## src/rtl/rename_retirement_unit.sv

```systemverilog
// Retirement-side rename unit: maintains the retirement RAT, frees displaced physical
// registers and copies the RRAT back to the frontend RAT over several beats on recovery.
module rename_retirement_unit #(
  parameter int PHYSICAL_REGISTERS = 64,
  parameter int LOGICAL_REGISTERS  = 32,
  parameter int COMMIT_WIDTH       = 2,
  parameter int RESTORE_PER_CYCLE  = 8,
  localparam int PHY_REGS_BITS     = $clog2(PHYSICAL_REGISTERS),
  localparam int LOG_REGS_BITS     = $clog2(LOGICAL_REGISTERS)
) (
  input  logic                                              clk_i,
  input  logic                                              rstn_i,
  input  logic [COMMIT_WIDTH-1:0]                           commit_valid_i,
  output logic                                              commit_ready_o,
  input  logic [COMMIT_WIDTH-1:0]                           gl_use_dst_i,
  input  logic [COMMIT_WIDTH-1:0][LOG_REGS_BITS-1:0]        gl_log_dst_i,
  input  logic [COMMIT_WIDTH-1:0][PHY_REGS_BITS-1:0]        gl_new_phys_i,
  input  logic [COMMIT_WIDTH-1:0][PHY_REGS_BITS-1:0]        gl_old_phys_i,
  output logic [COMMIT_WIDTH-1:0]                           free_wr_en_o,
  output logic [COMMIT_WIDTH-1:0][PHY_REGS_BITS-1:0]        free_wr_reg_o,
  input  logic                                              recovery_req_i,
  output logic                                              recovery_busy_o,
  output logic                                              rat_restore_en_o,
  output logic [LOG_REGS_BITS-1:0]                          rat_restore_base_o,
  output logic [RESTORE_PER_CYCLE-1:0][PHY_REGS_BITS-1:0]   rat_restore_data_o,
  output logic                                              recovery_done_o,
  output logic [31:0]                                       retired_cnt_o
);

  localparam int BEATS     = LOGICAL_REGISTERS / RESTORE_PER_CYCLE;
  localparam int BEAT_BITS = (BEATS > 1) ? $clog2(BEATS) : 1;

  typedef enum logic [1:0] {RUN, RESTORE, DONE} state_t;

  state_t                  state, state_next;
  logic [BEAT_BITS-1:0]    beat, beat_next;
  logic                    last_beat;
  logic [COMMIT_WIDTH-1:0] accept;
  logic [COMMIT_WIDTH-1:0] frees;
  logic [31:0]             accept_cnt;
  logic [PHY_REGS_BITS-1:0] rrat [LOGICAL_REGISTERS];

  assign last_beat = (beat == BEAT_BITS'(BEATS - 1));

  always_comb begin
    state_next = state;
    beat_next  = beat;
    case (state)
      RUN: begin
        if (recovery_req_i) begin
          state_next = RESTORE;
          beat_next  = '0;
        end
      end
      RESTORE: begin
        if (last_beat) begin
          state_next = DONE;
        end else begin
          beat_next = beat + BEAT_BITS'(1);
        end
      end
      DONE:    state_next = RUN;
      default: state_next = RUN;
    endcase
  end

  always_ff @(posedge clk_i or negedge rstn_i) begin
    if (!rstn_i) begin
      state <= RUN;
      beat  <= '0;
    end else begin
      state <= state_next;
      beat  <= beat_next;
    end
  end

  assign commit_ready_o   = (state == RUN);
  assign recovery_busy_o  = (state != RUN);
  assign rat_restore_en_o = (state == RESTORE);
  assign recovery_done_o  = (state == DONE);

  always_comb begin
    accept     = '0;
    frees      = '0;
    accept_cnt = '0;
    for (int unsigned k = 0; k < COMMIT_WIDTH; k++) begin
      accept[k] = commit_valid_i[k] & commit_ready_o;
      frees[k]  = accept[k] & gl_use_dst_i[k] & (gl_log_dst_i[k] != '0);
      if (accept[k]) accept_cnt = accept_cnt + 32'd1;
    end
  end

  // Later lanes are written last, so the youngest lane wins on a shared destination.
  always_ff @(posedge clk_i or negedge rstn_i) begin
    if (!rstn_i) begin
      for (int unsigned i = 0; i < LOGICAL_REGISTERS; i++) begin
        rrat[i] <= PHY_REGS_BITS'(i);
      end
    end else begin
      for (int unsigned k = 0; k < COMMIT_WIDTH; k++) begin
        if (frees[k]) rrat[gl_log_dst_i[k]] <= gl_new_phys_i[k];
      end
    end
  end

  always_ff @(posedge clk_i or negedge rstn_i) begin
    if (!rstn_i) begin
      free_wr_en_o  <= '0;
      free_wr_reg_o <= '0;
      retired_cnt_o <= '0;
    end else begin
      free_wr_en_o  <= frees;
      for (int unsigned k = 0; k < COMMIT_WIDTH; k++) begin
        free_wr_reg_o[k] <= frees[k] ? gl_old_phys_i[k] : '0;
      end
      retired_cnt_o <= retired_cnt_o + accept_cnt;
    end
  end

  always_comb begin
    rat_restore_base_o = '0;
    rat_restore_data_o = '0;
    if (rat_restore_en_o) begin
      rat_restore_base_o = LOG_REGS_BITS'(int'(beat) * RESTORE_PER_CYCLE);
      for (int unsigned i = 0; i < RESTORE_PER_CYCLE; i++) begin
        rat_restore_data_o[i] = rrat[LOG_REGS_BITS'(rat_restore_base_o + LOG_REGS_BITS'(i))];
      end
    end
  end

  logic [COMMIT_WIDTH-1:0] valid_plus_one;
  assign valid_plus_one = commit_valid_i + COMMIT_WIDTH'(1);

  a_lanes_contiguous: assert property (@(posedge clk_i) disable iff (!rstn_i)
    ((commit_valid_i & valid_plus_one) == '0))
    else $error("commit_valid_i lanes not contiguous from lane 0");

  a_no_commit_when_stalled: assert property (@(posedge clk_i) disable iff (!rstn_i)
    !((|commit_valid_i) && !commit_ready_o))
    else $error("commit_valid_i asserted while commit_ready_o is low");

  a_recovery_only_in_run: assert property (@(posedge clk_i) disable iff (!rstn_i)
    recovery_req_i |-> (state == RUN))
    else $warning("recovery_req_i outside RUN ignored");

endmodule

```

## config.mk

```make
export PLATFORM = sky130hd
export DESIGN_NAME = rename_retirement_unit
export DESIGN_NICKNAME = d
export VERILOG_FILES = /design/src/rtl/rename_retirement_unit.sv
export SDC_FILE = /design/constraint.sdc
export NUM_CORES = 1
export LEC_CHECK = 0
export CAP_MARGIN = 20
export CORE_ASPECT_RATIO = 0.7
export CORE_MARGIN = 3
export CORE_UTILIZATION = 54
export CTS_CLUSTER_SIZE = 14
export DETAILED_ROUTE_END_ITERATION = 7
export GPL_TIMING_DRIVEN = 0
export MAX_ROUTING_LAYER = met4
export PLACE_DENSITY = 0.89
export SLEW_MARGIN = 20
export SYNTH_ARGS = -nofsm -noshare
export SYNTH_HDL_FRONTEND = slang
export SYNTH_SLANG_ARGS = --single-unit
```

## constraint.sdc

```tcl
create_clock -name clk_i -period 3.3 [get_ports clk_i]
set_input_delay 0.99 -clock clk_i [delete_from_list [all_inputs] [get_ports clk_i]]
set_output_delay 0.99 -clock clk_i [all_outputs]
set_load 0.01 [all_outputs]
```

==> impl_results.md, run 1 <==
- Setup WS post-layout: -0.00311 ns
- Switching share of power: 32.4%
- Total global routing overflow: 0
- Unique cell type count in the Yosys netlist: 50
- DR vias/cell: 6.30
- Clk Latency, worst-skew pair: 0.54 ns
- Final hold vios: 0
- Multi-input gate area: 6300 µm²
- Final setup viols: 1
- Tcrit/Tclk final: 100%
- Synth cell count leaders: 207 x nand2_1, 203 x nor2_1, 162 x dfrtp_1
- Antenna Cells: 0
- Die H: 136 µm
- Combinational Power Share: 35.9%
- Maximum clock frequency: 0.303 GHz
- Worst-path clk slew: 0.07 ns
- Detailed placement HPWL: 28800 µm
- Final Non-Filler Cells: 1843
- DR iter-0 viols: 1565
- Clk network pwr share: 25.4%
- CP required: 2.31 ns
- Adder-cell area share of the yosys netlist: 0.541%
- Buffers added on ports: 136
- Placed Cells: 1780
- Worst Path Max Fanout: 5
- Synthesized area: 13000 µm²
- DRC viols: 1
- Most frequent cell after synthesis: nand2_1
- Worst path arrival time: 2.31 ns
- Clk_skew: 0.0162 ns
- Status: finished, violations left
- Syn avg cell area: 9.75 µm²
- Post-synthesis sequential area ratio: 47.5%
- Final wirelength: 42900 µm
- Simple-gate share of the synthesized area: 20.8%
- P_sw: 3.97 mW
- Kind of critical path: register to output pin
- Synth warn: 0
- CTS Buf Count: 25
- Post-synthesis instance total: 1328
- GRT Overall Usage: 33.6%
- Gpl congestion: 1.02
- Critical path launch point type: register
- Vias in the first global route: 11441
- Die Wd: 191 µm
- Root Driver: clkbuf_16
- Reg area: 6160 µm²
- XOR/XNOR Fraction of Synth Area: 2.03%
- CTS tree: done
- Fillers: 1590
- Die area: 25900 µm²
- Max cap viols: 0
- Starting Density: 56.1%
- Core Util, Final: 69.1%
- Rel. slew slack: 32.1%
- Internal power: 8.29 mW
- Mux contribution to synthesized area: 16.7%
- Routed via count: 11606
- CTS Buffer Depth: 3
- First-pass GRT wire length: 64900 µm
- Pre-CTS WS: -0.517 ns
- CTS H-Tree Depth: 1
- RSZ-0062 raised after global routing: yes
- Largest family of logic cells by synthesized area: simple AND/OR/NAND/NOR gates
- WL/cell: 23.3 µm
- Flops & latches, synth: 242
- Post-synth EDFFs: 0
- Most used flip-flop cell after synthesis: dfrtp_1
- Hold Path Class: input port to async pin
- Final Slew Violations: 0
- CP endpoint kind: output pin
- Core area: 23100 µm²
- Final min period: 3.30 ns
- Maximum vdd ir drop: 0.507 mV
- Minimum hold slack: 0.332 ns
- Worst-margin pin slew: 1.02 ns
- Layout cell share with drive strength beyond 1: 20.1%
- Post-route cell area: 16000 µm²
- Placed instance area: 14800 µm²
- Router iterations before antenna repair: 8
- Top-area cell type share of the netlist area: 31.3%
- Routed Antenna Nets: 0
- Top post-synthesis cells by area: dfrtp_1 31%, dfstp_2 16%, mux2i_1 8.3%
- Net count, final: 1558
- Clock Sinks: 242
- # hold bufs at CTS: 0
- Rows: 46
- Pin count of the biggest net entering global routing: 102
- Leakage power: 7.39 nW
- Violated checks: DRC, setup timing
- PwrDens: 768 nW/µm²
- Synth-to-layout area growth: 23.2%
- Flop pwr share: 38.8%
- Ports: 144
- Cell taking the most area after synthesis: dfrtp_1
- Post-synthesis compound-gate area fraction: 8.24%
- Tot Pwr: 12.3 mW
- Asr flop ratio synth: 100%
- Post-route setup TNS: -0.00311 ns
- Initial antenna violation count: 0
flip-flops by register name, summed over array words and instances (netlist names):
name,flops
beat,2
retired_cnt_o,32
free_wr_reg_o,12
free_wr_en_o,2
state,2
rrat,192
cell families (layout without fill, tap and decap cells):
| logic type | after synthesis | count (layout) |
|---|---|---|
| compound gates | 192 | 192 |
| xor+xnor | 30 | 30 |
| fa+ha+maj | 5 | 5 |
| buf+inv | 123 | 324 |
| flops | 242 | 242 |
| mux | 156 | 156 |
| other cells | 1 | 3 |
| simple gates | 579 | 579 |
power by group through the flow:
stage / logic [mW] / clock network [mW] / registers (mW)
finish: 4.40 / 3.11 / 4.76
global route: 4.71 / 3.26 / 4.81
CTS: 4.20 / 3.11 / 4.68
detailed placement: 3.93 / 0 / 4.69
global placement: 3.78 / 0 / 4.64
floorplan: 2.43 / 0 / 4.50
critical path, stage by stage, from the launching register on:
cell,delay (ns)
dfrtp_2,0.53
buf_12,0.17
buf_4,0.10
mux4_2,0.51
and2_1,0.18
dlygate4sd2_1,0.28
what timing repair did:
action                                  in CTS  in global routing
gates cloned                                 1                  1
buffers inserted                            12                  8
endpoints found under the setup margin      53                 43
resized for setup                          137                 67
pin swaps                                    5                  5
cell type report:
class | count | share of cell area (%)
sequential | 242 | 38.6
timing repair buffer | 157 | 9.83
multi-input combinational | 965 | 39.5
clock inverter | 15 | 1.35
clock buffer | 31 | 4.19
buffer | 113 | 3.91
tap | 312 | 2.45
inverter | 8 | 0.188
layer usage:
metal | share of wire (%) | GRT usage (%) | vias up
li1 | - | - | 4931
met1 | 39 | 45.6 | 5623
met2 | 44 | 48.6 | 881
met3 | 13 | 9.26 | 171
met4 | 4.2 | 12.5 | 0
met5 | 0 | - | -
worst paths after layout:
path / slack [ns] / start / end / depth (start not counted)
worst max-delay path: -0.003 / beat[0]$_DFFE_PN0P_ / rat_restore_data_o[2] / 5
worst min-delay path: 0.33 / rstn_i / retired_cnt_o[20]$_DFF_PN0_ / 1
worst max register to register: 0.49 / state[1]$_DFFE_PN0P_ / retired_cnt_o[16]$_DFF_PN0_ / 10
worst min register to register: 0.46 / rrat[191]$_DFF_PN0_ / rrat[191]$_DFF_PN0_ / 1
max in group asynchronous: 1.62 / rstn_i / rrat[10]$_DFF_PN1_ / 3
min in group clk_i: 0.46 / rrat[191]$_DFF_PN0_ / rrat[191]$_DFF_PN0_ / 1
cells in the final DEF (no fill, tap or decap), types with 4 or more instances in the layout:
| master | synthesis | layout |
|---|---|---|
| buf_12 | 0 | 9 |
| mux2i_1 | 108 | 108 |
| and3_1 | 8 | 8 |
| nor2_1 | 203 | 203 |
| clkdlybuf4s15_1 | 0 | 15 |
| nand2_1 | 207 | 207 |
| nor2b_1 | 4 | 4 |
| dlygate4sd2_1 | 0 | 5 |
| and2_1 | 71 | 60 |
| a21oi_1 | 110 | 110 |
| ha_1 | 4 | 4 |
| clkinv_2 | 0 | 6 |
| clkbuf_16 | 0 | 26 |
| nor3_1 | 5 | 5 |
| xnor2_1 | 27 | 27 |
| mux4_2 | 48 | 48 |
| buf_6 | 2 | 11 |
| and2_4 | 0 | 11 |
| inv_1 | 8 | 8 |
| clkdlybuf4s50_1 | 0 | 87 |
| clkbuf_2 | 0 | 18 |
| buf_2 | 37 | 38 |
| dfstp_2 | 80 | 80 |
| buf_4 | 4 | 11 |
| bufinv_16 | 0 | 5 |
| nand3_1 | 20 | 20 |
| clkbuf_1 | 72 | 63 |
| nand2_2 | 8 | 8 |
| a31oi_1 | 78 | 78 |
| clkbuf_4 | 0 | 8 |
| dfrtp_1 | 162 | 160 |
| nand4_1 | 16 | 16 |
Note: power is estimated with default switching activity, not from simulation.
==> inputs of run 2 (changes only) <==
--- a/config.mk
+++ b/config.mk
@@ -5,6 +5,7 @@
 export SDC_FILE = /design/constraint.sdc
 export NUM_CORES = 1
 export LEC_CHECK = 0
+export ABC_AREA = 1
 export CAP_MARGIN = 20
 export CORE_ASPECT_RATIO = 0.7
 export CORE_MARGIN = 3
@@ -13,7 +14,7 @@
 export DETAILED_ROUTE_END_ITERATION = 7
 export GPL_TIMING_DRIVEN = 0
 export MAX_ROUTING_LAYER = met4
-export PLACE_DENSITY = 0.89
+export PLACE_DENSITY = 0.88
 export SLEW_MARGIN = 20
 export SYNTH_ARGS = -nofsm -noshare
 export SYNTH_HDL_FRONTEND = slang
==> impl_results.md, run 2 <==
- Synth cell count leaders: 763 x nand2_1, 365 x nand3_1, 276 x nor2_1
- Post-synth EDFFs: 0
- Final hold vios: 0
- Ports: 144
- RR Endpoint: retired_cnt_o[28]$_DFF_PN0_
- Met1 GRT Util: 57.8%
- Multi-input gate area: 6990 µm²
- Buffers & Inverters on Critical Path: 4
- Core Util, Final: 67.0%
- CP endpoint kind: output pin
- CP most frequent cell: nor2_1
- Die H: 143 µm
- Worst-margin pin slew: 1.06 ns
- Hold Path Class: input port to async pin
- Critical-path cell with the highest stage delay: dfrtp_1
- Largest regs: rrat x192, retired_cnt_o x32, free_wr_reg_o x12
- Synth warn: 0
- Rows: 49
- # hold bufs at CTS: 0
- Top post-synthesis cells by area: dfrtp_1 28%, nand2_1 20%, dfstp_2 14%
- WL/cell: 21.1 µm
- PwrDens: 742 nW/µm²
- Worst path arrival time: 2.32 ns
- Worst r2r src: state[1]$_DFFE_PN0P_
- Tcrit/Tclk final: 100%
- Most frequent cell after synthesis: nand2_1
- Final Slew Violations: 0
- First-pass GRT wire length: 87600 µm
- Worst Path Max Fanout: 10
- Start point of the critical path: beat[0]$_DFFE_PN0P_
- Violated checks: setup timing
- Synth-to-layout area growth: 20.2%
- DRC viols: 0
- Clk Latency, worst-skew pair: 0.56 ns
- Kind of critical path: register to output pin
- Max cap viols: 0
- Flops & latches, synth: 242
- Core area: 26100 µm²
- Final wirelength: 58700 µm
- Most used flip-flop cell after synthesis: dfrtp_1
- GRT Overall Usage: 41.0%
- Post-synthesis sequential area ratio: 42.3%
- CP Cell Sequence: buf_8, clkbuf_16, buf_4, nor2_1, nor2_1, o21ai_1, a21oi_1, dlygate4sd2_1
- Fillers: 2402
- Pin count of the biggest net entering global routing: 100
- Total global routing overflow: 0
- Setup WS post-layout: -0.00784 ns
- Commonest cells after routing, fill and taps aside: 762 x nand2_1, 365 x nand3_1, 273 x nor2_1
- Die Wd: 202 µm
- DR vias/cell: 5.83
- Largest register by flop count: rrat
- Top-area cell type share of the netlist area: 27.8%
- CTS tree: done
- Crit-path max cell delay: 0.41 ns
- Register-to-register setup slack: 0.27 ns
- Buffers added on ports: 140
- Number of flip-flops in the largest register: 192
- Final min period: 3.31 ns
- Final Non-Filler Cells: 2783
- Most used routing layer: met1
- Cell taking the most area after synthesis: dfrtp_1
- Routed Antenna Nets: 0
- DR iter-0 viols: 2194
- Synthesized area: 14600 µm²
- Pre-CTS WS: -0.814 ns
- Post-synthesis instance total: 2228
- Routed via count: 16211
- Initial antenna violation count: 0
- Gpl congestion: 1.06
- Syn avg cell area: 6.53 µm²
- CTS H-Tree Depth: 1
- Die area: 29000 µm²
- Clock Sinks: 242
- Final setup viols: 1
- Status: finished, violations left
- Worst Reg-to-Reg Cells: 15
- CTS Buffer Depth: 3
- CTS Buf Count: 26
- Vias in the first global route: 14810
- CP required: 2.31 ns
- Layout cell share with drive strength beyond 1: 9.36%
- Leakage power: 9.49 nW
- Most common cell after layout, fill and taps aside: nand2_1
- Unique cell type count in the Yosys netlist: 26
- Starting Density: 55.7%
- Maximum vdd ir drop: 0.483 mV
- Rel. slew slack: 29.5%
- Root Driver: clkbuf_16
- Router iterations before antenna repair: 8
- Asr flop ratio synth: 100%
- Clk_skew: 0.0108 ns
- Net count, final: 2451
- Detailed placement HPWL: 42200 µm
- Worst-path clk slew: 0.07 ns
- Maximum clock frequency: 0.302 GHz
- Critical path launch point type: register
- Met3 Use GR: 12.0%
- Met2 usage: 56.3%
- Placed Cells: 2729
- Reg area: 6160 µm²
- CP delay by family, top: buffers and inverters
## run 2: cell count changes after synthesis, sizes merged, moves of 72 or more
cell	change
inv	+252
mux2i	-108
nand3	+346
and2	-73
o21ai	+99
nand2	+548
nor2	+72
a31oi	-78
## run 2: area by class of cell
| class | instances | area share [%] |
|---|---|---|
| plain buffers | 111 | 3.30 |
| diodes | 1 | 0.0143 |
| repair buffers | 147 | 8.05 |
| inverters | 268 | 5.80 |
| flip-flops and latches | 242 | 35.2 |
| clock inverters | 15 | 0.922 |
| well taps | 357 | 2.55 |
| clock buffers | 33 | 4.27 |
| multi-input cells | 1609 | 39.9 |
## run 2: timing repair
action	CTS	global route
gates resized for setup	136	47
setup endpoints to repair	51	40
buffers inserted	4	1
cloned	0	0
pin swaps	5	8
## run 2: cell families after synthesis
kind of cell,after synthesis,synth area share (%)
AND/OR/NAND/NOR,1436,41.1
buffers and inverters,379,10.0
flip-flops,242,42.3
AO/OA/AOI/OAI,149,5.12
XOR/XNOR,16,0.962
adder cells (fa/ha/maj),5,0.481
other,1,0.0258
## run 2: where the power goes
part	leakage [nW]	internal (mW)	switching (mW)
sequential	3.00	4.04	0.589
combinational	6.05	1.89	3.29
clock	0.448	1.84	1.34
## run 2: per-layer routing
layer | vias to the layer above | part of all wire, %
met2 | 1214 | 41
met5 | - | 0
met1 | 7527 | 40
met4 | 0 | 3.9
li1 | 7287 | -
met3 | 183 | 15
## run 2: how the worst max path moves through the flow
stage                                        endpoint  slack, ns  cells after the start
final                          rat_restore_data_o[10]     -0.008                      8
after floorplan           retired_cnt_o[28]$_DFF_PN0_       0.38                     14
after global routing            rat_restore_data_o[9]      -0.02                      8
after CTS                      rat_restore_data_o[30]     -0.002                      8
after detailed placement       rat_restore_data_o[33]      -0.81                      8
after global placement            rrat[174]$_DFF_PN0_      -9.24                      1
## run 2: stage by stage
| stage | instance area [µm²] | power (mW) | hold WS [ns] | setup TNS [ns] |
|---|---|---|---|---|
| floorplan | 14600 | 7.36 | 0.430 | 0 |
| global placement | 16400 | 9.47 | 0.442 | -2009.00 |
| detailed placement | 16500 | 9.59 | 0.449 | -40.99 |
| CTS | 17500 | 12.8 | 0.357 | -0.00248 |
| global route | 17500 | 13.6 | 0.370 | -0.0814 |
| finish | 17500 | 13.0 | 0.346 | -0.00784 |
==> RTL edit (settings of run 1) <==
Set the parameter `RESTORE_PER_CYCLE` to 4 (it was 8).
--- a/src/rtl/rename_retirement_unit.sv
+++ b/src/rtl/rename_retirement_unit.sv
@@ -4,7 +4,7 @@
   parameter int PHYSICAL_REGISTERS = 64,
   parameter int LOGICAL_REGISTERS  = 32,
   parameter int COMMIT_WIDTH       = 2,
-  parameter int RESTORE_PER_CYCLE  = 8,
+  parameter int RESTORE_PER_CYCLE  = 4,
   localparam int PHY_REGS_BITS     = $clog2(PHYSICAL_REGISTERS),
   localparam int LOG_REGS_BITS     = $clog2(LOGICAL_REGISTERS)
 ) (
Interface: changed (resized rat_restore_data_o); port bits go from 144 to 120. No check against the original RTL was run, so the function may have changed too.
==> RTL edit against run 1 <==
- the flow still finishes with violations (design-rule violations, negative setup slack)
- routed wire length rose by 4.9%
- sequential cell count increased by 1
- setup slack got worse by 0.0096 ns
- design area shrank 0.68%
- final cell count decreased by 3.5%
- power decreased by 7.7%
- synthesized area increased by 2.0%
- largest cell class unchanged
==> RTL edit: results (changes against run 1) <==
<table>
<tr><th>Metric</th><th>Value</th></tr>
<tr><th colspan="2">STA</th></tr>
<tr><td>Headroom to the max-slew limit</td><td>0.2368 (-0.08418)</td></tr>
<tr><td>Final setup violating endpoints</td><td>2 (+1)</td></tr>
<tr><td>Worst setup margin</td><td>-0.01272 ns (-0.009607 ns)</td></tr>
<tr><td>Final setup skew</td><td>0.01119 ns (-0.004961 ns)</td></tr>
<tr><th colspan="2">Layout</th></tr>
<tr><td>Share of cells above drive strength 1</td><td>0.1959 (-0.005285)</td></tr>
<tr><td>Fill cell count</td><td>1,795 (+13%)</td></tr>
<tr><td>Post-layout instance count excluding filler cells</td><td>1,779 (-3.5%)</td></tr>
<tr><th colspan="2">Run status</th></tr>
<tr><td>Outcome</td><td>finished with violations</td></tr>
<tr><td>Failing checks</td><td>design-rule violations, negative setup slack</td></tr>
<tr><th colspan="2">Drt</th></tr>
<tr><td>DRC violation total after the first TritonRoute iteration</td><td>1,729 (+10%)</td></tr>
<tr><td>Total routed wirelength</td><td>44,960 um (+4.9%)</td></tr>
<tr><td>DRC violation count after routing</td><td>1 (unchanged)</td></tr>
<tr><th colspan="2">Placed design</th></tr>
<tr><td>Sum of net half-perimeters after detailed placement</td><td>30,340 um (+5.2%)</td></tr>
<tr><td>Final GP Congestion</td><td>1.051 (+3.0%)</td></tr>
<tr><td>Count of input and output buffers</td><td>114 (-16%)</td></tr>
<tr><td>Instance count after placement with tap cells included</td><td>1,719 (-3.4%)</td></tr>
<tr><td>Area after detailed placement</td><td>14,820 um^2 (+0.31%)</td></tr>
<tr><th colspan="2">GRT</th></tr>
<tr><td>First-pass GRT wire length</td><td>66,470 um (+2.4%)</td></tr>
<tr><td>Total global routing track utilization</td><td>0.3482 (+0.01235)</td></tr>
<tr><td>Number of global-route vias before repair</td><td>11,135 (-2.7%)</td></tr>
<tr><td>Maximum number of pins on one net before global-route repair</td><td>101 (-0.98%)</td></tr>
<tr><th colspan="2">Synthesis</th></tr>
<tr><td>Number of library cell types mapped by synthesis</td><td>48 (-4.0%)</td></tr>
<tr><td>List of most frequent post-synthesis cells</td><td>sky130_fd_sc_hd__nor2_1 (218), sky130_fd_sc_hd__mux2i_1 (174), sky130_fd_sc_hd__dfrtp_1 (163)</td></tr>
<tr><td>Biggest area contributors in the synthesized netlist</td><td>sky130_fd_sc_hd__dfrtp_1 (31%), sky130_fd_sc_hd__dfstp_2 (16%), sky130_fd_sc_hd__mux2i_1 (13%)</td></tr>
<tr><td>Share of synthesized area occupied by flip-flops and latches</td><td>0.4677 (-0.007510)</td></tr>
<tr><th colspan="2">Floorplanning</th></tr>
<tr><td>Total Die Area</td><td>26,420 um^2 (+1.9%)</td></tr>
</table>
RTL edit: cell count changes in the layout (fill, tap and decap cells not counted), sizes merged, moves of 15 or more:
cell / delta
a21oi: +43
a31oi: -42
and2: -49
clkdlybuf4s15: -15
mux2i: +66
nand2: -132
nand4: +27
RTL edit: metrics by stage:
step / TNS (ns) / utilization / hold slack [ns]
2_1_floorplan: 0 / - / 0.4246
3_3_place_gp: -1906.77 / 0.6181 / 0.4376
3_5_place_dp: -11.06 / 0.6206 / 0.4459
4_1_cts: -0.02595 / 0.6642 / 0.3846
5_1_grt: -0.2473 / 0.6638 / 0.3888
6_report: -0.02484 / 0.6638 / 0.3673
RTL edit: per-layer routing:
layer  up-vias  part of all wire  track usage
li1       4837                 -            -
met1      5544              0.38       0.4694
met2       901              0.42       0.4848
met3       204              0.15       0.1262
met4         0             0.053       0.1305
met5         -                 0            -
RTL edit: what timing repair did:
item                       in CTS  in global routing
setup endpoints to repair      36                 33
resized for setup             136                 20
hold buffers                    0                  0
pin swaps                       1                  6
buffers inserted               12                  5
cloned                          2                  1
RTL edit: where the power goes:
part	total, uW	switching, uW	internal [uW]
Combinational	4170	2150	2020
Sequential	4400	477	3930
Clock	2740	1180	1560
RTL edit: critical path: stages (launching register included):
cell and delay [ns]:
sky130_fd_sc_hd__dfrtp_4 0.46, sky130_fd_sc_hd__buf_12 0.16, sky130_fd_sc_hd__buf_12 0.14, sky130_fd_sc_hd__mux4_2 0.56, sky130_fd_sc_hd__mux2i_1 0.22, sky130_fd_sc_hd__nor2_1 0.09, sky130_fd_sc_hd__buf_2 0.16
RTL edit: cell families (layout without fill, tap and decap cells):
kind of cell,after synthesis,in the layout,share of synthesized area
and+or+nand+nor,459,459,0.1732
AOI/OAI and AO/OA,192,192,0.07660
xor gates and xnor gates,30,30,0.01988
buffers and inverters,130,305,0.04166
DFF,243,243,0.4677
muxes,223,223,0.2144
other,1,3,0.0002838
adders and majority gates,6,6,0.006249
RTL edit: area by class of cell:
class	count	area, um^2	share of cell area
clock inverter	6	55.05	0.003474
tap	318	397.9	0.02511
timing repair buffer	134	1323	0.08345
inverter	9	33.78	0.002132
antenna	1	2.502	0.0001579
buffer	118	593.1	0.03742
sequential	243	6185	0.3903
multi-input combinational	912	6544	0.4129
clock buffer	38	714.4	0.04508
RTL edit: path summary, 6_finish.rpt:
kind                                start  cells past startpoint               endpoint
worst max-delay path              beat[0]                      6  rat_restore_data_o[7]
worst min-delay path               rstn_i                      1       free_wr_reg_o[4]
worst max register to register   state[0]                     12      retired_cnt_o[22]
worst min register to register  rrat[186]                      1              rrat[186]
max in group asynchronous          rstn_i                      2              rrat[156]
min in group clk_i              rrat[186]                      1              rrat[186]
